**src/rtl/sdram_arbiter_if.sv**
```systemverilog
// Client-side request/response and core-side command/return bundle for sdram_arbiter.
// The slave modport is the arbiter; the master modport is the clients plus the SDRAM core.
interface sdram_arbiter_if #(
  parameter int NUM_PORTS  = 3,
  parameter int ADDR_DEPTH = 25
);
  logic [NUM_PORTS-1:0]            req_rd;
  logic [NUM_PORTS-1:0]            req_wr;
  logic [NUM_PORTS*ADDR_DEPTH-1:0] req_addr;
  logic [NUM_PORTS*8-1:0]          req_wdata;
  logic [NUM_PORTS-1:0]            req_ack;
  logic [NUM_PORTS-1:0]            rsp_val;
  logic [7:0]                      rsp_data;
  logic                            core_rd;
  logic                            core_wr;
  logic [ADDR_DEPTH-1:0]           core_addr;
  logic [7:0]                      core_wdata;
  logic                            core_rdy;
  logic                            core_val;
  logic [7:0]                      core_data;

  modport master (
    output req_rd, req_wr, req_addr, req_wdata, core_rdy, core_val, core_data,
    input  req_ack, rsp_val, rsp_data, core_rd, core_wr, core_addr, core_wdata
  );

  modport slave (
    input  req_rd, req_wr, req_addr, req_wdata, core_rdy, core_val, core_data,
    output req_ack, rsp_val, rsp_data, core_rd, core_wr, core_addr, core_wdata
  );
endinterface

```
**src/rtl/sdram_arbiter.sv**
```systemverilog
// Round-robin arbiter sharing one SDRAM byte port; grant is combinational on core_rdy, read data returns 1 cycle after core_val.
// Reads stall (no ack) while the owner-tag FIFO is full; SDRAM_ARB_PRIO0_EN gives port 0 strict priority.
module sdram_arbiter #(
  parameter int NUM_PORTS  = 3,
  parameter int ADDR_DEPTH = 25,
  parameter int TAG_DEPTH  = 2,
  parameter int PID_W      = $clog2(NUM_PORTS)
) (
  input  logic                 clk,
  input  logic                 rst_n,
  sdram_arbiter_if.slave       bus,
  output logic [TAG_DEPTH:0]   rd_outstanding,
  output logic                 err_orphan
);

  localparam int TW = $clog2(TAG_DEPTH);
  localparam logic [TAG_DEPTH:0] FULL_CNT = (TAG_DEPTH+1)'(TAG_DEPTH);

  logic [PID_W-1:0]     rr_ptr_q, rr_ptr_d;
  logic [PID_W-1:0]     tag_mem_q [TAG_DEPTH];
  logic [PID_W-1:0]     tag_mem_d [TAG_DEPTH];
  logic [TW-1:0]        wr_ptr_q, wr_ptr_d;
  logic [TW-1:0]        rd_ptr_q, rd_ptr_d;
  logic [TAG_DEPTH:0]   count_q, count_d;
  logic [NUM_PORTS-1:0] rsp_val_q, rsp_val_d;
  logic [7:0]           rsp_data_q, rsp_data_d;
  logic                 err_orphan_q, err_orphan_d;

  logic [NUM_PORTS-1:0] eligible;
  logic                 fifo_full, fifo_empty;
  logic                 grant, win_rd, push, pop;
  logic [PID_W-1:0]     win, idx;

  // Arbitration and command mux; everything is gated by rst_n so nothing leaks out during reset.
  always_comb begin
    fifo_full  = (count_q == FULL_CNT);
    fifo_empty = (count_q == '0);
    for (int p = 0; p < NUM_PORTS; p++) begin
      eligible[p] = (bus.req_rd[p] & ~fifo_full) | (bus.req_wr[p] & ~bus.req_rd[p]);
    end

    grant = 1'b0;
    win   = '0;
    idx   = '0;
    if (rst_n && bus.core_rdy) begin
`ifdef SDRAM_ARB_PRIO0_EN
      if (eligible[0]) begin
        grant = 1'b1;
      end
`endif
      for (int k = 1; k <= NUM_PORTS; k++) begin
        idx = PID_W'((int'(rr_ptr_q) + k) % NUM_PORTS);
        if (!grant && eligible[idx]) begin
          grant = 1'b1;
          win   = idx;
        end
      end
    end

    win_rd         = 1'b0;
    bus.req_ack    = '0;
    bus.core_addr  = '0;
    bus.core_wdata = '0;
    for (int p = 0; p < NUM_PORTS; p++) begin
      if (grant && (win == PID_W'(p))) begin
        win_rd         = bus.req_rd[p];
        bus.req_ack[p] = 1'b1;
        bus.core_addr  = bus.req_addr[p*ADDR_DEPTH +: ADDR_DEPTH];
        bus.core_wdata = bus.req_wdata[p*8 +: 8];
      end
    end
    bus.core_rd = grant & win_rd;
    bus.core_wr = grant & ~win_rd;
  end

  always_comb begin
    push = grant & win_rd;
    pop  = bus.core_val & ~fifo_empty;

    rr_ptr_d = rr_ptr_q;
`ifdef SDRAM_ARB_PRIO0_EN
    if (grant && (win != '0)) begin
      rr_ptr_d = win;
    end
`else
    if (grant) begin
      rr_ptr_d = win;
    end
`endif

    tag_mem_d = tag_mem_q;
    wr_ptr_d  = wr_ptr_q;
    rd_ptr_d  = rd_ptr_q;
    if (push) begin
      tag_mem_d[wr_ptr_q] = win;
      wr_ptr_d            = wr_ptr_q + 1'b1;
    end
    if (pop) begin
      rd_ptr_d = rd_ptr_q + 1'b1;
    end

    count_d = count_q;
    case ({push, pop})
      2'b10:   count_d = count_q + 1'b1;
      2'b01:   count_d = count_q - 1'b1;
      default: count_d = count_q;
    endcase

    // Return routing uses the head tag as it stood before this cycle's push.
    rsp_val_d  = '0;
    rsp_data_d = '0;
    if (pop) begin
      for (int p = 0; p < NUM_PORTS; p++) begin
        if (tag_mem_q[rd_ptr_q] == PID_W'(p)) begin
          rsp_val_d[p] = 1'b1;
        end
      end
      rsp_data_d = bus.core_data;
    end

    err_orphan_d = err_orphan_q | (bus.core_val & fifo_empty);
  end

  always_ff @(posedge clk or negedge rst_n) begin
    if (!rst_n) begin
      rr_ptr_q     <= PID_W'(NUM_PORTS - 1);
      for (int i = 0; i < TAG_DEPTH; i++) begin
        tag_mem_q[i] <= '0;
      end
      wr_ptr_q     <= '0;
      rd_ptr_q     <= '0;
      count_q      <= '0;
      rsp_val_q    <= '0;
      rsp_data_q   <= '0;
      err_orphan_q <= 1'b0;
    end else begin
      rr_ptr_q     <= rr_ptr_d;
      tag_mem_q    <= tag_mem_d;
      wr_ptr_q     <= wr_ptr_d;
      rd_ptr_q     <= rd_ptr_d;
      count_q      <= count_d;
      rsp_val_q    <= rsp_val_d;
      rsp_data_q   <= rsp_data_d;
      err_orphan_q <= err_orphan_d;
    end
  end

  assign bus.rsp_val    = rsp_val_q;
  assign bus.rsp_data   = rsp_data_q;
  assign rd_outstanding = count_q;
  assign err_orphan     = err_orphan_q;

endmodule

```
**src/flat_wrapper.sv**
```systemverilog
// flat-port wrapper written by rule: the top's interface ports become plain ports
module sdram_arbiter_flat 
#(
  parameter int NUM_PORTS  = 3,
  parameter int ADDR_DEPTH = 25,
  parameter int TAG_DEPTH  = 2,
  parameter int PID_W      = $clog2(NUM_PORTS)
)
  (clk, rst_n, rd_outstanding, err_orphan, bus_req_rd, bus_req_wr, bus_req_addr, bus_req_wdata, bus_core_rdy, bus_core_val, bus_core_data, bus_req_ack, bus_rsp_val, bus_rsp_data, bus_core_rd, bus_core_wr, bus_core_addr, bus_core_wdata);
  sdram_arbiter_if #(.NUM_PORTS(NUM_PORTS), .ADDR_DEPTH(ADDR_DEPTH)) bus_i ();
  input  logic clk;
  input  logic rst_n;
  output logic [TAG_DEPTH:0] rd_outstanding;
  output logic err_orphan;
  input wire logic [$bits(bus_i.req_rd)-1:0] bus_req_rd;
  input wire logic [$bits(bus_i.req_wr)-1:0] bus_req_wr;
  input wire logic [$bits(bus_i.req_addr)-1:0] bus_req_addr;
  input wire logic [$bits(bus_i.req_wdata)-1:0] bus_req_wdata;
  input wire logic [$bits(bus_i.core_rdy)-1:0] bus_core_rdy;
  input wire logic [$bits(bus_i.core_val)-1:0] bus_core_val;
  input wire logic [$bits(bus_i.core_data)-1:0] bus_core_data;
  output wire logic [$bits(bus_i.req_ack)-1:0] bus_req_ack;
  output wire logic [$bits(bus_i.rsp_val)-1:0] bus_rsp_val;
  output wire logic [$bits(bus_i.rsp_data)-1:0] bus_rsp_data;
  output wire logic [$bits(bus_i.core_rd)-1:0] bus_core_rd;
  output wire logic [$bits(bus_i.core_wr)-1:0] bus_core_wr;
  output wire logic [$bits(bus_i.core_addr)-1:0] bus_core_addr;
  output wire logic [$bits(bus_i.core_wdata)-1:0] bus_core_wdata;
  assign bus_i.req_rd = bus_req_rd;
  assign bus_i.req_wr = bus_req_wr;
  assign bus_i.req_addr = bus_req_addr;
  assign bus_i.req_wdata = bus_req_wdata;
  assign bus_i.core_rdy = bus_core_rdy;
  assign bus_i.core_val = bus_core_val;
  assign bus_i.core_data = bus_core_data;
  assign bus_req_ack = bus_i.req_ack;
  assign bus_rsp_val = bus_i.rsp_val;
  assign bus_rsp_data = bus_i.rsp_data;
  assign bus_core_rd = bus_i.core_rd;
  assign bus_core_wr = bus_i.core_wr;
  assign bus_core_addr = bus_i.core_addr;
  assign bus_core_wdata = bus_i.core_wdata;
  sdram_arbiter #(.NUM_PORTS(NUM_PORTS), .ADDR_DEPTH(ADDR_DEPTH), .TAG_DEPTH(TAG_DEPTH), .PID_W(PID_W)) u_core (.clk(clk), .rst_n(rst_n), .bus(bus_i), .rd_outstanding(rd_outstanding), .err_orphan(err_orphan));
endmodule
```
**config.mk**
```make
export PLATFORM = sky130hd
export DESIGN_NAME = sdram_arbiter_flat
export DESIGN_NICKNAME = d
export VERILOG_FILES = /design/src/rtl/sdram_arbiter_if.sv /design/src/rtl/sdram_arbiter.sv /design/src/flat_wrapper.sv
export SDC_FILE = /design/constraint.sdc
export NUM_CORES = 1
export LEC_CHECK = 0
export CAP_MARGIN = 10
export CORE_ASPECT_RATIO = 0.9
export CORE_MARGIN = 2
export CORE_UTILIZATION = 34
export CTS_BUF_LIST = sky130_fd_sc_hd__clkbuf_8
export DETAILED_ROUTE_END_ITERATION = 12
export PLACE_DENSITY = 0.88
export SYNTH_ARGS = -nofsm -noshare
export SYNTH_HDL_FRONTEND = slang
export SYNTH_SLANG_ARGS = --single-unit
```
**constraint.sdc**
```tcl
create_clock -name clk -period 4.2 [get_ports clk]
set_clock_uncertainty 0.05 [all_clocks]
set_input_delay 0.84 -clock clk [delete_from_list [all_inputs] [get_ports clk]]
set_output_delay 0.84 -clock clk [all_outputs]
set_load 0.05 [all_outputs]
```
# --- Yosys cells after proc, flatten, opt, wreduce, memory -nomap -nowiden ---
# Cells that the tools add are included.
op_classes:
  n_addsub: 7
  div_mod_pow: 3
  magnitude_cmp: 6
  eq_ne: 7
  mux: 40
  bitwise: 22
  n_reduce_logical: 13
op_table:
  columns: ["op", "n"]
  rows:
  - ["modulo 32 x 3 -> 32 bit, second input constant", 3]
  - ["two-way mux 25 bit", 3]
  - ["two-way mux 8 bit", 4]
  - ["two-way mux 1 bit", 18]
  - ["two-way mux 2 bit", 8]
  - ["AND 1 bit", 10]
  - ["less-than comparator 2 x 3 -> 1 bit, second input constant", 3]
  - ["logical AND 1 bit", 7]
  - ["adder 2 x 2 -> 3 bit, second input constant", 2]
  - ["binary-select mux 1 bit (select 2 bit)", 3]
  - ["== test 2 x 1 -> 1 bit, second input constant", 3]
  - ["== test 2 bit, second input constant", 3]
  - ["inverter 1 bit", 6]
  - ["one-hot mux 3 bit (2 select lines)", 1]
  - ["bitwise mux 4 bit", 1]
  - ["greater-or-equal comparator 2 bit, second input constant", 2]
  - ["logical NOT 2 bit", 2]
  - ["inverter 1 -> 2 bit", 2]
  - ["bitwise OR 1 bit", 4]
  - ["adder 2 x 1 -> 3 bit, second input constant", 1]
  - ["adder 3 x 1 -> 3 bit, second input constant", 1]
  - ["== test 3 x 2 -> 1 bit, second input constant", 1]
  - ["logical NOT 3 bit", 1]
  - ["two-way mux 3 bit", 1]
  - ["6 further kinds", 8]
totals:
  ff_bits: 23
  word_cells: 107

# --- Depth between registers and ports, before layout ---
# Gate-level depths: netlist (run 1).
logic_depth:
  word_depth: 24
  ltp_mapped: 15

# --- Least setup slack after synthesis (run 1) ---
# No wires, ideal clock.
synth_timing:
  path_kind: "input to output"
  from: "input bus_req_rd[1]"
  to: "output bus_req_ack[0]"
  arrival_ps: 2994
  required_time_ps: 3310
  slack_ps: 316
  cell_stages: 6
  n_path_buf: 1
  cell_sequence: "and4bb_4 or2_4 o221ai_2 inv_2 buf_2 nor3_1"
synth_via:
  elab_chain_cells: 18
  word_cells_on_any_way: 27
  cone_classes: "17 x mux; 4 x bitwise; 6 x reduce/logical"
synth_lines:
  columns: ["item", "line", "source"]
  rows:
  - ["start: declaration", "flat_wrapper.sv:15", "input wire logic [$bits(bus_i.req_rd)-1:0] bus_req_rd;"]
  - ["inverter 1 bit", "sdram_arbiter.sv:39", "eligible[p] = (bus.req_rd[p] & ~fifo_full) | (bus.req_wr[p] & ~bus.req_rd[p]);"]
  - ["AND 1 bit", "sdram_arbiter.sv:39", null]
  - ["bitwise OR 1 bit (*)", "sdram_arbiter.sv:39", null]
  - ["binary-select mux 1 bit (select 2 bit)", "sdram_arbiter.sv:53", "if (!grant && eligible[idx]) begin"]
  - ["two-way mux 1 bit (not written as such)", "sdram_arbiter.sv:53", null]
  - ["two-way mux 1 bit", "sdram_arbiter.sv:53", null]
  - ["two-way mux 1 bit", "sdram_arbiter.sv:45", "if (rst_n && bus.core_rdy) begin"]
  - ["logical NOT 1 bit", "sdram_arbiter.sv:53", null]
  - ["(+2 left out)", null, null]
  - ["two-way mux 1 bit", "sdram_arbiter.sv:45", null]
  - ["logical NOT 1 bit", "sdram_arbiter.sv:53", null]
  - ["logical AND 1 bit", "sdram_arbiter.sv:53", null]
  - ["two-way mux 2 bit", "sdram_arbiter.sv:53", null]
  - ["two-way mux 2 bit", "sdram_arbiter.sv:45", null]
  - ["logical NOT 2 bit", "sdram_arbiter.sv:65", "if (grant && (win == PID_W'(p))) begin"]
  - ["logical AND 1 bit (*)", "sdram_arbiter.sv:65", null]
  - ["two-way mux 1 bit (*)", "sdram_arbiter.sv:65", null]
  - ["end: declaration", "flat_wrapper.sv:22", "output wire logic [$bits(bus_i.req_ack)-1:0] bus_req_ack;"]
# Every way passes the cells marked *; elsewhere a longest branch is shown, timed or not. The select of a mux whose other input is x is not followed.

# --- Worst setup path after layout (run 1) ---
layout_timing:
  from: "input bus_req_rd[0]"
  to: "output bus_core_wr"
layout_via:
  elab_chain_cells: 22
  word_cells_on_any_way: 35
  cone_classes: "2 x eq/ne; 19 x mux; 6 x bitwise; 8 x reduce/logical"
layout_lines:
  columns: ["item", "line", "source"]
  rows:
  - ["inverter 1 bit", "sdram_arbiter.sv:39", null]
  - ["AND 1 bit", "sdram_arbiter.sv:39", null]
  - ["bitwise OR 1 bit", "sdram_arbiter.sv:39", null]
  - ["binary-select mux 1 bit (select 2 bit)", "sdram_arbiter.sv:53", null]
  - ["two-way mux 1 bit (not written as such)", "sdram_arbiter.sv:53", null]
  - ["two-way mux 1 bit", "sdram_arbiter.sv:53", null]
  - ["two-way mux 1 bit", "sdram_arbiter.sv:45", null]
  - ["logical NOT 1 bit", "sdram_arbiter.sv:53", null]
  - ["(+4 left out)", null, null]
  - ["logical AND 1 bit", "sdram_arbiter.sv:53", null]
  - ["two-way mux 2 bit", "sdram_arbiter.sv:53", null]
  - ["two-way mux 2 bit", "sdram_arbiter.sv:45", null]
  - ["logical NOT 2 bit", "sdram_arbiter.sv:65", null]
  - ["logical AND 1 bit", "sdram_arbiter.sv:65", null]
  - ["two-way mux 1 bit (3 in series)", "sdram_arbiter.sv:65", null]
  - ["inverter 1 bit", "sdram_arbiter.sv:73", "bus.core_wr = grant & ~win_rd;"]
  - ["AND 1 bit (*)", "sdram_arbiter.sv:73", null]
  - ["end: declaration", "flat_wrapper.sv:26", "output wire logic [$bits(bus_i.core_wr)-1:0] bus_core_wr;"]
# Marked as above.

==> flow_metrics.tcl, run 1 <==
set metrics [dict create \
    rrSetupSlack_ns 0.72 \
    fin_nets 543 \
    drt_wl_total_um 8551 \
    tns_ns 0 \
    htreeDepth 1 \
    initial_core_util 0.3477 \
    min_to "u_core.rr_ptr_q[1]$_DFFE_PN1P_" \
    synth_ff_type "dfrtp_1" \
    fin_cells 493 \
    avgSynthCellArea_um2 8.847 \
    ys_async_sr_fraction 1.000 \
    cts.path.max_buffers 2 \
    r2r-end "u_core.rd_outstanding[2]$_DFFE_PN0P_" \
    crit_slowest_cell "a2111oi_4" \
    critPathBufInv 4 \
    multi_input_area_mm2 0.001381 \
    drive_above_1_share 0.2470 \
    ys_types 49 \
    wire_per_inst_um 17.34 \
    first_pass_iters 4 \
    path_clk_slew_ns 0.07 \
    grt_pass1_wl_um 13140 \
    rsz0062_at_grt "no" \
    mappedNetlistArea_mm2 0.002115 \
    critPathTopFamily "buffers and inverters" \
    tightest_slew_ns 0.5071 \
    ctsHoldBuffers 0 \
    clkSinkCount 23 \
    via_count 2541 \
    synth_warnings 0 \
    synth_edf_count 0 \
    crit_arrival_ns 3.22 \
    core_mm2 0.006081 \
    track_usage 0.2371 \
    min_from "u_core.rr_ptr_q[1]$_DFFE_PN1P_" \
    hold_slack_ns 0.4339 \
    drt-initial-drc-count 102 \
    worstPathCellList "clkdlybuf4s50_1 -> nor2_1 -> o31ai_4 -> buf_4 -> a2111oi_4 -> buf_12 -> a21o_1 -> o22ai_2 -> nor2b_1 -> buf_4" \
    finalPower_w 0.002904 \
    routed_via_density 5.154 \
    place_congestion 0.9439 \
    rows 27 \
    cp_max_fo 21 \
    cap_violations 0 \
    area_growth_pct 109.9 \
    status "finished clean" \
    ir_drop_v 0.0004498 \
    crit_top_cell "buf_4" \
    clock.fmax_ghz 0.2435 \
    finalCritPeriodShare 0.9777 \
    seq_area_frac_synth 0.2728 \
    grt_overflow 0 \
    relSlewSlack 0.6609 \
    grt_max_degree 31 \
    pwr_density_cell_mw_per_mm2 654.5 \
    maxSlewViolCount 0 \
    reg2reg_depth 14 \
    hold_viol 0 \
    place_inst 485 \
    required_ns 3.31 \
    final_area_mm2 0.004438 \
    die_y_um 78.82 \
    worstSetupEndpointType "output port" \
    setup_viol 0 \
    place_hpwl_um 6765 \
    start_kind "input pin" \
    die_w_um 87.13 \
    place_area_mm2 0.004325 \
    min_path_cells 2 \
    seqCellArea_um2 576.8 \
    cts_inserted_buffers 3 \
    grt_pass1_vias 2689 \
    ys_seq_elements 23 \
    synth_fp_nets 360 \
    synthCells 239 \
    clock_latency_ns 0.26 \
    numPortBuffers 169 \
    worstReg2RegStart "u_core.rr_ptr_q[1]$_DFFE_PN1P_" \
    fillers 416 \
    slowest_delay_ns 0.46 \
    cts_tree "done" \
    root_buffer "clkbuf_8" \
    min_period_ns 4.106 \
    dieArea_mm2 0.006867 \
    drcViolationCount 0 \
    crit_type "input pin to output port" \
    hp-class "flop to flop" \
    ant_nets 0 \
    antennaDiodeCount 0 \
    p_leak_nw 1.882 \
    io_pins 170 \
    grt_antenna_before_repair 0 \
]
==> power breakdown <==
part           leakage [nW]  internal (W)  switching [W]
Combinational          1.57       0.00109        0.00132
Clock                0.0269     0.0000651      0.0000633
Sequential            0.282      0.000294      0.0000756
Total                  1.88       0.00145        0.00146
==> worst register-to-register path, cell delays in order (launching register included) <==
cell       delay [ns]
dfstp_2          0.54
ha_1             0.33
nand2_1          0.13
a211oi_2         0.41
buf_4            0.20
a2111oi_4        0.06
buf_12           0.18
a21o_1           0.20
o22ai_2          0.20
ha_1             0.23
inv_1            0.06
fa_1             0.37
xor2_1           0.15
nor2_1           0.12
xor2_1           0.17
==> per-stage QoR <==
step	worst slack, ns	util
2_1_floorplan	0.3164	-
3_3_place_gp	-0.1728	0.7113
3_5_place_dp	-0.3262	0.7113
4_1_cts	0.07150	0.7214
5_1_grt	0.0001197	0.7298
6_report	0.09352	0.7298
==> flip-flops by register name, indices dropped and copies added, names as in the netlist <==
register,cells
u_core.rd_ptr_q,1
u_core.bus.rsp_data,8
u_core.err_orphan,1
u_core.bus.rsp_val,3
u_core.rd_outstanding,3
u_core.wr_ptr_q,1
u_core.rr_ptr_q,2
u_core.tag_mem_q,4
==> cell type report <==
type | count | share of cell area
flip-flops and latches | 23 | 0.1300
inverters | 15 | 0.01269
clock inverters | 1 | 0.0008458
well taps | 72 | 0.02030
multi-input cells | 185 | 0.3112
clock buffers | 3 | 0.009304
repair buffers | 194 | 0.5156
==> synth_stat cells, types with 3 or more instances <==
cell | n | area share
and2_1 | 10 | 0.030
buf_4 | 3 | 0.011
dfrtp_1 | 22 | 0.26
inv_1 | 14 | 0.025
a221oi_2 | 18 | 0.13
ha_1 | 3 | 0.018
nor2_1 | 80 | 0.14
nor3_1 | 3 | 0.0071
a221oi_1 | 15 | 0.062
o32a_1 | 3 | 0.014
a21o_1 | 3 | 0.011
buf_2 | 5 | 0.012
a211oi_1 | 3 | 0.011
nand2_1 | 7 | 0.012
buf_6 | 6 | 0.032
xnor2_1 | 3 | 0.012
and4bb_4 | 3 | 0.023
==> placed cells by master, fill, tap and decap left out, types with 7 or more instances in the layout <==
| cell | instances |
|---|---|
| buf_4 | 22 |
| clkdlybuf4s50_1 | 131 |
| buf_12 | 40 |
| inv_1 | 15 |
| nor2_1 | 80 |
| nand2_1 | 7 |
| a221oi_1 | 15 |
| dfrtp_1 | 22 |
| and2_1 | 10 |
| a221oi_2 | 18 |
==> metal layers <==
layer | track usage | vias to the layer above | share of wire
met3 | 0.03015 | 10 | 0.065
met2 | 0.4511 | 116 | 0.54
li1 | - | 1229 | -
met1 | 0.2787 | 1186 | 0.38
met5 | 0 | - | 0
met4 | 0.05692 | 0 | 0.015
==> how the worst max path moves through the flow <==
stage | start | to | slack [ns] | cells past startpoint
6_report | bus_req_rd[0] | bus_core_wr | 0.09 | 10
5_1_grt | bus_req_rd[0] | bus_core_wr | 0.0001 | 10
4_1_cts | bus_req_rd[2] | bus_core_wdata[2] | 0.07 | 8
3_5_place_dp | bus_req_rd[2] | bus_core_addr[2] | -0.33 | 8
3_3_place_gp | bus_req_rd[2] | bus_core_addr[10] | -0.17 | 8
2_1_floorplan | bus_req_rd[1] | bus_req_ack[0] | 0.32 | 6
==> logic make-up (layout without fill, tap and decap cells) <==
kind of cell / count (synthesis) / after routing / share of synthesized area
buffers and inverters: 32 / 213 / 0.08697
adder cells (fa/ha/maj): 4 / 4 / 0.02722
flip-flops: 23 / 23 / 0.2728
XOR/XNOR: 5 / 5 / 0.02071
AND/OR/NAND/NOR: 111 / 111 / 0.2385
AO/OA/AOI/OAI: 63 / 64 / 0.3491
multiplexers: 1 / 1 / 0.004734
==> what timing repair did <==
item | CTS | global route
resized for setup | 1 | 1
setup buffers | 0 | 3
endpoints found under the hold margin | 0 | 0
pin swaps | 1 | 2
endpoints found under the setup margin | 33 | 20
cloned | 1 | 0
No activity file was read; power rests on OpenSTA's default activity.
==> run 2: changes to the inputs <==
- SKIP_LAST_GASP: default -> 1
==> results of run 2 <==
Final layout, timing and power as in run 1 (identical DEF).
==> run 3: changes to the inputs <==
- GPL_TIMING_DRIVEN: default -> 1
- SKIP_CTS_REPAIR_TIMING: default -> 1
- TNS_END_PERCENT: default -> 10
==> flow_metrics.tcl, run 3 (synthesis results as in run 1) <==
set metrics [dict create \
    min_from "u_core.rr_ptr_q[1]$_DFFE_PN1P_" \
    crit_type "input pin to output port" \
    relSlewSlack 0.1775 \
    root_buffer "clkbuf_8" \
    grt_overflow 0 \
    core_mm2 0.006081 \
    min_period_ns 4.498 \
    crit_slowest_cell "a21oi_2" \
    status "finished with violations" \
    hold_slack_ns 0.4378 \
    routed_via_density 5.171 \
    clock_latency_ns 0.25 \
    layout.cells.most_common "clkdlybuf4s50_1" \
    antennaDiodeCount 0 \
    track_usage 0.2317 \
    cts_tree "done" \
    grt_pass1_vias 2645 \
    top_layer_used "met4" \
    crit_arrival_ns 3.61 \
    drt-initial-drc-count 118 \
    first_pass_iters 6 \
    wire_per_inst_um 17.42 \
    cp_max_fo 16 \
    final_area_mm2 0.004379 \
    htreeDepth 1 \
    io_pins 170 \
    rsz0062_at_grt "yes" \
    die_w_um 87.13 \
    worstPathCellList "clkdlybuf4s50_1 -> and4bb_4 -> o22ai_2 -> o211ai_2 -> a21oi_2 -> a221oi_2 -> nor2_1 -> buf_12" \
    start_kind "input pin" \
    slowest_delay_ns 0.96 \
    place_congestion 0.9439 \
    hold_viol 0 \
    via_count 2534 \
    pwr_density_cell_mw_per_mm2 651.8 \
    fin_nets 540 \
    place_area_mm2 0.004325 \
    path_clk_slew_ns 0.07 \
    cts_inserted_buffers 3 \
    setup_slack_ns -0.2984 \
    critPathLaunch "bus_req_rd[2]" \
    ir_drop_v 0.0004451 \
    drt_wl_total_um 8537 \
    rows 27 \
    required_ns 3.31 \
    p_leak_nw 1.858 \
    drcViolationCount 0 \
    hp-class "flop to flop" \
    critPathTopFamily "compound AO/OA/AOI/OAI gates" \
    place_hpwl_um 6765 \
    tns_ns -4.316 \
    worstReg2RegStart "u_core.rr_ptr_q[1]$_DFFE_PN1P_" \
    drive_above_1_share 0.2416 \
    ant_nets 0 \
    wl_met2_um 4604 \
    clock.fmax_ghz 0.2223 \
    critPathBufInv 2 \
    grt_max_degree 34 \
    initial_core_util 0.3477 \
    cts.path.max_buffers 2 \
    worstSetupEndpointType "output port" \
    met3RoutedLength_um 479 \
    grt_pass1_wl_um 12910 \
    setup_viol 16 \
    tightest_slew_ns 1.234 \
    dieArea_mm2 0.006867 \
    die_y_um 78.82 \
    drt-met1-wl_um 3345 \
    grt_antenna_before_repair 0 \
    violations "negative setup slack" \
    numPortBuffers 169 \
    largest_register_ffs 8 \
    finalCritPeriodShare 1.071 \
    clkSinkCount 23 \
    mostFrequentLayoutCells "clkdlybuf4s50_1, nor2_1, buf_12" \
    maxSlewViolCount 0 \
    cap_violations 0 \
    area_growth_pct 107.1 \
]
## run 3: changes by cell type in the layout (fill, tap and decap cells not counted), sizes merged
cell,previous run,this run
buf,63,60
## run 3: report_power, final
part | leakage [nW] | internal, W | switching [W]
combinational | 1.55 | 0.00105 | 0.00131
clock | 0.0269 | 0.0000651 | 0.0000634
sequential | 0.282 | 0.000294 | 0.0000761
## run 3: worst register-to-register path, cell delays in order (launching register included)
cell and delay [ns]:
dfstp_2 0.54, ha_1 0.33, nand2_1 0.14, a211oi_2 0.39
buf_4 0.19, a2111oi_4 0.06, buf_12 0.18, a21o_1 0.20
o22ai_2 0.20, ha_1 0.23, inv_1 0.06, fa_1 0.37
xor2_1 0.15, nor2_1 0.12, xor2_1 0.17
## run 3: through the flow
step           setup WS, ns  cells  total power, W    util
2_1_floorplan        0.3164    239        0.001690       -
3_3_place_gp        -0.1728    485        0.002663  0.7113
3_5_place_dp        -0.3262    485        0.002717  0.7113
4_1_cts             -0.3477    489        0.002851  0.7187
5_1_grt             -0.4387    490        0.002997  0.7202
6_report            -0.2984    490        0.002854  0.7202
## run 3: final timing paths
| path | endpoint | slack [ns] | cells after the start |
|---|---|---|---|
| hold reg to reg | u_core.rr_ptr_q[1]$_DFFE_PN1P_ | 0.44 | 2 |
| setup / recovery | bus_core_addr[21] | -0.30 | 8 |
| setup reg to reg | u_core.rd_outstanding[2]$_DFFE_PN0P_ | 0.74 | 14 |
| min in group asynchronous | u_core.bus.rsp_data[3]$_DFF_PN0_ | 0.94 | 2 |
| max in group asynchronous | u_core.rr_ptr_q[1]$_DFFE_PN1P_ | 2.89 | 2 |
| hold / removal | u_core.rr_ptr_q[1]$_DFFE_PN1P_ | 0.44 | 2 |
## run 3: cell type report
type,instances,area (um2)
Timing Repair Buffer,191,2237
Tap cell,72,90.09
Multi-Input combinational cell,185,1374
Fill cell,427,1702
Sequential cell,23,576.8
Clock inverter,1,3.754
Inverter,15,56.30
Clock buffer,3,41.29
## run 3: routing by layer
| metal | global-route usage | up-vias |
|---|---|---|
| li1 | - | 1224 |
| met1 | 0.2774 | 1196 |
| met2 | 0.4435 | 106 |
| met3 | 0.02495 | 8 |
| met4 | 0.04462 | 0 |
| met5 | 0 | - |
